File: src/rtl/shortest_path_engine.sv
// Dijkstra single-source shortest-path engine: LANES edge weights per memory word, LANES relaxations per cycle.
// Optional statistics counters are enabled by defining SPE_STATS_EN.
module shortest_path_engine #(
    parameter int MAX_NODES   = 16,
    parameter int LANES       = 4,
    parameter int INDEX_WIDTH = 4,
    parameter int VALUE_WIDTH = 16,
    parameter int MADDR_WIDTH = 16
) (
    input  logic                         clock,
    input  logic                         reset_n,
    input  logic                         start,
    input  logic                         full_sweep,
    input  logic [INDEX_WIDTH-1:0]       source,
    input  logic [INDEX_WIDTH-1:0]       destination,
    input  logic [INDEX_WIDTH:0]         number_of_nodes,
    input  logic [MADDR_WIDTH-1:0]       base_address,
    output logic                         mem_read_enable,
    output logic [MADDR_WIDTH-1:0]       mem_addr,
    input  logic                         mem_read_ready,
    input  logic [LANES*VALUE_WIDTH-1:0] mem_read_data,
    output logic                         busy,
    output logic                         done,
    output logic                         found,
    output logic                         error,
    input  logic [INDEX_WIDTH-1:0]       query_index,
    output logic [VALUE_WIDTH-1:0]       query_distance,
    output logic [INDEX_WIDTH-1:0]       query_prev
`ifdef SPE_STATS_EN
    ,
    output logic [31:0]                  stat_cycles,
    output logic [31:0]                  stat_reads,
    output logic [15:0]                  stat_relax
`endif
);

    localparam int WPR = MAX_NODES / LANES;
    localparam int WW  = INDEX_WIDTH + 1;
    localparam logic [VALUE_WIDTH-1:0] INF  = '1;
    localparam logic [INDEX_WIDTH-1:0] NONE = '1;

    localparam logic [2:0] S_IDLE   = 3'd0;
    localparam logic [2:0] S_INIT   = 3'd1;
    localparam logic [2:0] S_SELECT = 3'd2;
    localparam logic [2:0] S_FETCH  = 3'd3;
    localparam logic [2:0] S_RELAX  = 3'd4;
    localparam logic [2:0] S_DONE   = 3'd5;

    logic [2:0]                   state_reg;
    logic                         busy_reg;
    logic                         done_reg;
    logic                         found_reg;
    logic                         error_reg;
    logic                         rd_en_reg;
    logic [MADDR_WIDTH-1:0]       addr_reg;
    logic                         full_sweep_reg;
    logic [INDEX_WIDTH-1:0]       src_reg;
    logic [INDEX_WIDTH-1:0]       dst_reg;
    logic [INDEX_WIDTH-1:0]       cur_reg;
    logic [INDEX_WIDTH:0]         num_reg;
    logic [MADDR_WIDTH-1:0]       base_reg;
    logic [WW-1:0]                word_reg;
    logic [LANES*VALUE_WIDTH-1:0] data_reg;
    logic [VALUE_WIDTH-1:0]       dist_reg [MAX_NODES];
    logic [INDEX_WIDTH-1:0]       prev_reg [MAX_NODES];
    logic [MAX_NODES-1:0]         visited_reg;

    logic                         start_accept;
    logic                         cfg_bad;
    logic                         last_word;
    logic                         sel_valid;
    logic [INDEX_WIDTH-1:0]       sel_idx;
    logic [VALUE_WIDTH-1:0]       sel_min;
    logic [VALUE_WIDTH-1:0]       dist_cur;
    logic [VALUE_WIDTH-1:0]       lane_weight [LANES];
    logic [VALUE_WIDTH-1:0]       lane_alt    [LANES];
    logic [MAX_NODES-1:0]         relax_en;

    assign start_accept = start && ((state_reg == S_IDLE) || (state_reg == S_DONE));
    assign cfg_bad   = (num_reg == '0) || (32'(num_reg) > MAX_NODES) || ({1'b0, src_reg} >= num_reg);
    assign last_word = ((32'(word_reg) + 32'd1) * LANES) >= 32'(num_reg);
    assign dist_cur  = dist_reg[cur_reg];

    // Strict less-than keeps the lowest index on ties and never selects an INF node.
    always_comb begin
        sel_valid = 1'b0;
        sel_idx   = '0;
        sel_min   = INF;
        for (int i = 0; i < MAX_NODES; i++) begin
            if (i < int'(num_reg) && !visited_reg[i] && dist_reg[i] < sel_min) begin
                sel_valid = 1'b1;
                sel_idx   = INDEX_WIDTH'(i);
                sel_min   = dist_reg[i];
            end
        end
    end

    genvar gi;
    generate
        for (gi = 0; gi < LANES; gi++) begin : g_lane
            logic [VALUE_WIDTH:0] sum;
            assign lane_weight[gi] = data_reg[gi*VALUE_WIDTH +: VALUE_WIDTH];
            assign sum             = {1'b0, dist_cur} + {1'b0, lane_weight[gi]};
            assign lane_alt[gi]    = sum[VALUE_WIDTH] ? INF : sum[VALUE_WIDTH-1:0];
        end
        // Node gi lives in word gi/LANES, lane gi%LANES of its row.
        for (gi = 0; gi < MAX_NODES; gi++) begin : g_node
            assign relax_en[gi] = (state_reg == S_RELAX) &&
                                  (word_reg == WW'(gi / LANES)) &&
                                  (WW'(gi) < num_reg) &&
                                  !visited_reg[gi] &&
                                  (lane_weight[gi % LANES] != INF) &&
                                  (lane_alt[gi % LANES] < dist_reg[gi]);
        end
    endgenerate

    always_ff @(posedge clock or negedge reset_n) begin
        if (!reset_n) begin
            state_reg      <= S_IDLE;
            busy_reg       <= 1'b0;
            done_reg       <= 1'b0;
            found_reg      <= 1'b0;
            error_reg      <= 1'b0;
            rd_en_reg      <= 1'b0;
            addr_reg       <= '0;
            full_sweep_reg <= 1'b0;
            src_reg        <= '0;
            dst_reg        <= '0;
            cur_reg        <= '0;
            num_reg        <= '0;
            base_reg       <= '0;
            word_reg       <= '0;
            data_reg       <= '0;
            visited_reg    <= '0;
            for (int i = 0; i < MAX_NODES; i++) begin
                dist_reg[i] <= INF;
                prev_reg[i] <= NONE;
            end
        end else begin
            case (state_reg)
                S_IDLE, S_DONE: begin
                    if (start) begin
                        full_sweep_reg <= full_sweep;
                        src_reg        <= source;
                        dst_reg        <= destination;
                        num_reg        <= number_of_nodes;
                        base_reg       <= base_address;
                        busy_reg       <= 1'b1;
                        done_reg       <= 1'b0;
                        state_reg      <= S_INIT;
                    end
                end
                S_INIT: begin
                    found_reg <= 1'b0;
                    if (cfg_bad) begin
                        error_reg <= 1'b1;
                        busy_reg  <= 1'b0;
                        done_reg  <= 1'b1;
                        state_reg <= S_DONE;
                    end else begin
                        error_reg   <= 1'b0;
                        visited_reg <= '0;
                        for (int i = 0; i < MAX_NODES; i++) begin
                            dist_reg[i] <= INF;
                            prev_reg[i] <= NONE;
                        end
                        dist_reg[src_reg] <= '0;
                        state_reg         <= S_SELECT;
                    end
                end
                S_SELECT: begin
                    if (!sel_valid) begin
                        busy_reg  <= 1'b0;
                        done_reg  <= 1'b1;
                        found_reg <= full_sweep_reg && (dist_reg[dst_reg] != INF);
                        state_reg <= S_DONE;
                    end else begin
                        cur_reg              <= sel_idx;
                        visited_reg[sel_idx] <= 1'b1;
                        word_reg             <= '0;
                        if (!full_sweep_reg && sel_idx == dst_reg) begin
                            busy_reg  <= 1'b0;
                            done_reg  <= 1'b1;
                            found_reg <= 1'b1;
                            state_reg <= S_DONE;
                        end else begin
                            addr_reg  <= base_reg + MADDR_WIDTH'(sel_idx) * MADDR_WIDTH'(WPR);
                            rd_en_reg <= 1'b1;
                            state_reg <= S_FETCH;
                        end
                    end
                end
                S_FETCH: begin
                    if (mem_read_ready) begin
                        data_reg  <= mem_read_data;
                        rd_en_reg <= 1'b0;
                        state_reg <= S_RELAX;
                    end
                end
                S_RELAX: begin
                    for (int i = 0; i < MAX_NODES; i++) begin
                        if (relax_en[i]) begin
                            dist_reg[i] <= lane_alt[i % LANES];
                            prev_reg[i] <= cur_reg;
                        end
                    end
                    word_reg <= word_reg + 1'b1;
                    if (last_word) begin
                        state_reg <= S_SELECT;
                    end else begin
                        addr_reg  <= addr_reg + 1'b1;
                        rd_en_reg <= 1'b1;
                        state_reg <= S_FETCH;
                    end
                end
                default: state_reg <= S_IDLE;
            endcase
        end
    end

`ifdef SPE_STATS_EN
    logic [31:0] cycles_reg;
    logic [31:0] reads_reg;
    logic [15:0] relax_reg;
    logic [15:0] relax_count;

    always_comb begin
        relax_count = '0;
        for (int i = 0; i < MAX_NODES; i++) begin
            relax_count = relax_count + 16'(relax_en[i]);
        end
    end

    always_ff @(posedge clock or negedge reset_n) begin
        if (!reset_n) begin
            cycles_reg <= '0;
            reads_reg  <= '0;
            relax_reg  <= '0;
        end else if (start_accept) begin
            cycles_reg <= '0;
            reads_reg  <= '0;
            relax_reg  <= '0;
        end else begin
            if (busy_reg) cycles_reg <= cycles_reg + 1'b1;
            if (state_reg == S_FETCH && mem_read_ready) reads_reg <= reads_reg + 1'b1;
            relax_reg <= relax_reg + relax_count;
        end
    end

    assign stat_cycles = cycles_reg;
    assign stat_reads  = reads_reg;
    assign stat_relax  = relax_reg;
`else
    logic unused_accept;
    assign unused_accept = start_accept;
`endif

    assign busy            = busy_reg;
    assign done            = done_reg;
    assign found           = found_reg;
    assign error           = error_reg;
    assign mem_read_enable = rd_en_reg;
    assign mem_addr        = addr_reg;
    assign query_distance  = dist_reg[query_index];
    assign query_prev      = prev_reg[query_index];

endmodule

File: config.mk
export PLATFORM = sky130hd
export DESIGN_NAME = shortest_path_engine
export DESIGN_NICKNAME = d
export VERILOG_FILES = /design/src/rtl/shortest_path_engine.sv
export SDC_FILE = /design/constraint.sdc
export NUM_CORES = 2
export LEC_CHECK = 0
export CAP_MARGIN = 20
export CORE_ASPECT_RATIO = 1.75
export CORE_MARGIN = 1
export CORE_UTILIZATION = 30
export DETAILED_ROUTE_END_ITERATION = 12
export PLACE_DENSITY = 0.51
export SYNTH_ARGS = -nofsm -noshare
export SYNTH_HDL_FRONTEND = slang
export SYNTH_SLANG_ARGS = --single-unit
File: constraint.sdc
create_clock -name clock -period 49.4 [get_ports clock]
set_clock_uncertainty 0.2 [all_clocks]
set_input_delay 12.35 -clock clock [delete_from_list [all_inputs] [get_ports clock]]
set_output_delay 12.35 -clock clock [all_outputs]
set_load 0.1 [all_outputs]
# After elaboration in Yosys (flattened, before gate mapping)
# Index checks and enable logic that the tools add are counted.
# W data, S select, Z words.
[classes] n_addsub=8 order_cmp=74 eq_ne=38 n_mux=136 n_bitwise=6 n_reduce_logical=158
[op_table] operator="$mux W16" n=47
[op_table] operator="$pmux W256 S2" n=1
[op_table] operator="$lt A16 B16 Y1" n=31
[op_table] operator="$mux W256" n=1
[op_table] operator="$not A256 Y256" n=1
[op_table] operator="$bmux W16 S4" n=3
[op_table] operator="$mux W4" n=32
[op_table] operator="$pmux W64 S2" n=1
[op_table] operator="$logic_and A1 B1 Y1" n=104
[op_table] operator="$lt A4 B5 Y1 const A" n=16
[op_table] operator="$ne A16 B16 Y1 const B" n=5
[op_table] operator="$add A16 B16 Y17" n=4
[op_table] operator="$demux W16 S4" n=1
[op_table] operator="$mux W64" n=1
[op_table] operator="$pmux W16 S2" n=2
[op_table] operator="$reduce_and A3 Y1" n=17
[op_table] operator="$ne A2 B2 Y1 const B" n=23
[op_table] operator="$lt A3 B5 Y1 const A" n=8
[op_table] operator="$mux W1" n=33
[op_table] operator="$ge A5 B5 Y1 const B" n=4
[op_table] operator="$lt A1 B5 Y1 const A" n=4
[op_table] operator="$lt A2 B5 Y1 const A" n=4
[op_table] operator="$not A4 Y5" n=4
[op_table] operator="$logic_not A1 Y1" n=17
[op_table] operator="other kinds (36)" n=56
[totals] ff_bits=463 out_inout_bits=41

# Depth between registers and ports, before layout
[depth] depth_word=56 mapped_depth=224

# Worst setup path before layout
# No wires, ideal clock.
[synth_timing] kind="register -> register" start="register dist_reg[247] (netlist name)" end="register addr_reg[8] (netlist: mem_addr[8])" arrival_time_ns=38.470 t_required_ns=49.100 path_slack_ns=10.630 path_stages_with_launch=212 path_buffers=27 cell_sequence="dfstp_2 nand4_1 nor4_1 nand2b_1 clkbuf_1 clkbuf_1 nor2_1 ha_1 a211o_1 a2111oi_2 o21ai_2 inv_1 nand2_2 buf_1 buf_1 a21oi_1 inv_1 ha_1 [... 176 more ...] a21oi_1 inv_1 a2111oi_0 nand3_1 nand3_1 nand3b_1 nand2_1 ha_1 inv_1 fa_1 nor2b_1 o21ai_0 nand2b_1 nand2_1 nor2_1 xnor2_1 and2_1 a311oi_1"
[synth_between] elab_chain_len=52 elab_cells_between_ends=87
[synth_lines] element="from (decl)" line_no="64" text="logic [VALUE_WIDTH-1:0] dist_reg [MAX_NODES];"
[synth_lines] element="from (signal, indexed assignment)" line_no="203" text="dist_reg[i] <= lane_alt[i % LANES];"
[synth_lines] element="$lt A16 B16 Y1" line_no="90" text="if (i < int'(num_reg) && !visited_reg[i] && dist_reg[i] < sel_min) begin"
[synth_lines] element="$logic_and A1 B1 Y1" line_no="90"
[synth_lines] element="$mux W16 (*)" line_no="90"
[synth_lines] element="$lt A16 B16 Y1" line_no="90"
[synth_lines] element="$logic_and A1 B1 Y1" line_no="90"
[synth_lines] element="$mux W16" line_no="90"
[synth_lines] element="$lt A16 B16 Y1" line_no="90"
[synth_lines] element="$logic_and A1 B1 Y1" line_no="90"
[synth_lines] element="[... 37 more ...]"
[synth_lines] element="$lt A16 B16 Y1" line_no="90"
[synth_lines] element="$logic_and A1 B1 Y1" line_no="90"
[synth_lines] element="$mux W4 (*)" line_no="90"
[synth_lines] element="via sel_idx[0]" line_no="72" text="logic [INDEX_WIDTH-1:0] sel_idx;"
[synth_lines] element="$add A16 B6 Y16 / $eq A4 B4 Y1 (equally long branches)" line_no="187, 181"
[synth_lines] element="$mux W16 / $logic_and A1 B1 Y1 (equally long branches)" line_no="181" text="if (!full_sweep_reg && sel_idx == dst_reg) begin"
[synth_lines] element="$mux W16 / $ne A2 B2 Y1 (equally long branches)"
[synth_lines] element="$pmux W16 S2 / $reduce_and A4 Y1 (equally long branches)"
[synth_lines] element="to (signal assigned)" line_no="187" text="addr_reg <= base_reg + MADDR_WIDTH'(sel_idx) * MADDR_WIDTH'(WPR);"
[synth_lines] element="to (signal assigned)" line_no="211" text="addr_reg <= addr_reg + 1'b1;"
[synth_lines] element="to (decl)" line_no="55" text="logic [MADDR_WIDTH-1:0] addr_reg;"
# The timed path passes the listed nets; every way through them passes the cells marked *. The select of a mux whose other input is x is not followed.
# A chain may end at the register's enable or synchronous reset.

# Worst setup path in the final report
[layout_timing] start="register dist_reg[252] (netlist name)" end="register addr_reg[8] (netlist: mem_addr[8])"
# The elaborated chain is that of the path after synthesis.

==> run metrics <==
port bufs=142; clock tree buffer depth=3; final hold viol count=0; DP HPWL=181700 um; Clock transition at path regs=60 ps; status=finished, final reports clean; DR vias=39500; Wirelength per Cell=34.94 um; Post-synth top flop=dfstp_2; Cell variety after synth=114; All-Layer GR Usage=31.59%; cell mode on critical path=a21oi_1; Via-to-Cell Ratio=6.044; Mapped Nets=5177; critical path data arrival time=47150 ps; WP buf/inv=29; Post-CTS Setup Inserts=0; Setup Viol. Count Final=0; CP endpoint kind=flip-flop; top cells by area, synth=dfstp_2, ha_1, mux4_2, dfrtp_1, o22a_1; number of H-tree levels=2; first drt pass iteration count=5; total wire length=228300 um; DRT iter0 DRCs=3260; Tightest Hold Check Type=flip-flop to flip-flop; Worst-Skew Late Latency=690 ps; f_max=0.02138 GHz; Vert. Die Dim=498.8 um; Crit path largest cell delay=720 ps; Max Cap Violations=0; CTS tree=done; total global routing overflow=0; number of flip-flops in the largest register=256; Worst Setup Start Kind=flip-flop; Syn Inst Count=4551; clock sinks=463; Core Footprint=140300 um^2; slew margin rel.=19.86%; pin count of the biggest net entering global routing=148; Avg Cell Area, Syn=9.296 um^2; Crit-path slowest cell=o21ai_0; initial antenna violation count=12; setup TNS=0 ps; Yosys reg bits=463; post-synth top area share=19.87%; Max Slew Vio Count=0; Max FO, Critical Path=33; Crit path max-delay family=compound AO/OA/AOI/OAI gates; io pins=143; P&R area growth vs syn=13.63%; Yosys warning count=0; fin crit share=94.68%; root buf cell=clkbuf_16; worst-margin pin slew=1199 ps; RSZ-0062 raised after global routing=false; Async SR Flop Fraction=100.0%; register area share after synthesis=28.33%; Final min period=46770 ps; # nets final=5274; worst setup path class=flip-flop to flip-flop; row count=182; Starting Density=30.16%; layout cells sized above 1=20.61%; Final ANT Viol Nets=0; first-pass GRT wire length=313300 um; number of enable flip-flop cells after synthesis=0; area of the die=142600 um^2; Critical Path RT=49780 ps; Die Wd=285.9 um; leading area contributor after synthesis=dfstp_2; via count of the first global-routing pass=40120; GP Congestion=1.005; Synth Cell Area=42310 um^2; DRC errors left=0; CTS Buf Count=53
-- area by class of cell --
class | count | area (um^2)
fill | 14660 | 92200
multi-input combinational | 3391 | 27850
sequential | 463 | 11990
tap | 1840 | 2302
timing repair buffer | 251 | 2275
inverter | 488 | 1832
clock buffer | 75 | 1575
clock inverter | 25 | 239.0
antenna | 2 | 5.005
-- metrics by stage --
step / utilization (%) / worst slack [ps] / instance area (um^2) / std cells / hold WS (ps)
final: 34.27 / 2626 / 48070 / 6535 / 297.0
after global routing: 34.27 / 133.8 / 48070 / 6534 / 306.3
after CTS: 34.19 / 1756 / 47960 / 6528 / 292.5
after detailed placement: 32.90 / 1872 / 46150 / 6428 / 265.8
after global placement: 32.89 / 2349 / 46130 / 6426 / 270.4
after floorplan: - / 10630 / 42310 / 4551 / 254.0
-- final timing paths --
kind | endpoint | startpoint | depth (start not counted) | slack (ps)
max in group asynchronous | dist_reg[30] | reset_n | 3 | 35330
setup / recovery | mem_addr[8] | dist_reg[252] | 196 | 2630
hold / removal | visited_reg[10] | visited_reg[10] | 1 | 300
min in group asynchronous | data_reg[49] | reset_n | 1 | 11500
hold reg to reg | visited_reg[10] | visited_reg[10] | 1 | 300
setup reg to reg | mem_addr[8] | dist_reg[252] | 196 | 2630
-- logic make-up after synthesis --
| group | Yosys count | synth area share [%] |
|---|---|---|
| AND/OR/NAND/NOR | 1137 | 13.43 |
| AO/OA/AOI/OAI | 1298 | 20.52 |
| flip-flops | 463 | 28.33 |
| multiplexers | 374 | 14.67 |
| adder cells (fa/ha/maj) | 528 | 15.68 |
| XOR/XNOR | 53 | 1.097 |
| buffers and inverters | 698 | 6.273 |
-- cell usage in the layout (no fill, tap or decap), drive strengths merged, types with 11 or more instances in the layout --
| master | netlist | layout |
|---|---|---|
| a2111oi | 12 | 12 |
| a211oi | 20 | 20 |
| a21boi | 43 | 43 |
| a21o | 67 | 67 |
| a21oi | 321 | 321 |
| a31oi | 38 | 38 |
| and2 | 58 | 58 |
| and3 | 16 | 16 |
| buf | 44 | 112 |
| clkbuf | 166 | 76 |
| clkdlybuf4s50 | 0 | 138 |
| clkinv | 0 | 16 |
| dfrtp | 143 | 143 |
| dfstp | 320 | 320 |
| ha | 519 | 519 |
| inv | 488 | 493 |
| mux2 | 167 | 167 |
| mux2i | 27 | 27 |
| mux4 | 180 | 180 |
| nand2 | 301 | 301 |
| nand2b | 79 | 79 |
| nand3 | 51 | 51 |
| nand4 | 126 | 126 |
| nor2 | 281 | 281 |
| nor2b | 84 | 84 |
| nor3 | 52 | 52 |
| nor4 | 32 | 32 |
| o211ai | 14 | 14 |
| o21a | 80 | 80 |
| o21ai | 340 | 340 |
| o22a | 227 | 227 |
| o22ai | 11 | 11 |
| o31ai | 14 | 15 |
| or3 | 12 | 12 |
| xnor2 | 39 | 39 |
| xor2 | 14 | 14 |
-- cell usage after synthesis (all sizes together) (8+ instances only) --
cell,instances
ha,519
inv,488
o21ai,340
a21oi,321
dfstp,320
nand2,301
nor2,281
o22a,227
mux4,180
mux2,167
clkbuf,166
dfrtp,143
nand4,126
nor2b,84
o21a,80
nand2b,79
a21o,67
and2,58
nor3,52
nand3,51
buf,44
a21boi,43
xnor2,39
a31oi,38
nor4,32
mux2i,27
a211oi,20
and3,16
o211ai,14
o31ai,14
xor2,14
a2111oi,12
or3,12
o22ai,11
a311oi,9
or2,9
a211o,8
and4,8
o311ai,8
-- worst register-to-register path: cells and delay by family (launching register included) --
| family | cells | cell delay, ps |
|---|---|---|
| AO/OA/AOI/OAI | 89 | 22950 |
| XOR/XNOR | 1 | 80 |
| adder cells (fa/ha/maj) | 17 | 4990 |
| buffers and inverters | 29 | 5270 |
| flip-flops | 1 | 620 |
| multiplexers | 2 | 630 |
| AND/OR/NAND/NOR | 58 | 11970 |
-- metal layers --
layer  track usage (%)  share of wire, %
met5                 0             0.032
met3             5.704               6.2
met4             32.68                12
met2             53.46                48
met1             31.73                33
-- timing repair --
action,4_1_cts,5_1_grt
hold endpoints to repair,0,0
hold buffers,0,0
endpoints found under the setup margin,0,47
resized for setup,0,8
Power is not shown: default switching activity piles up to over one toggle a cycle in this logic, so the estimate is an artifact.
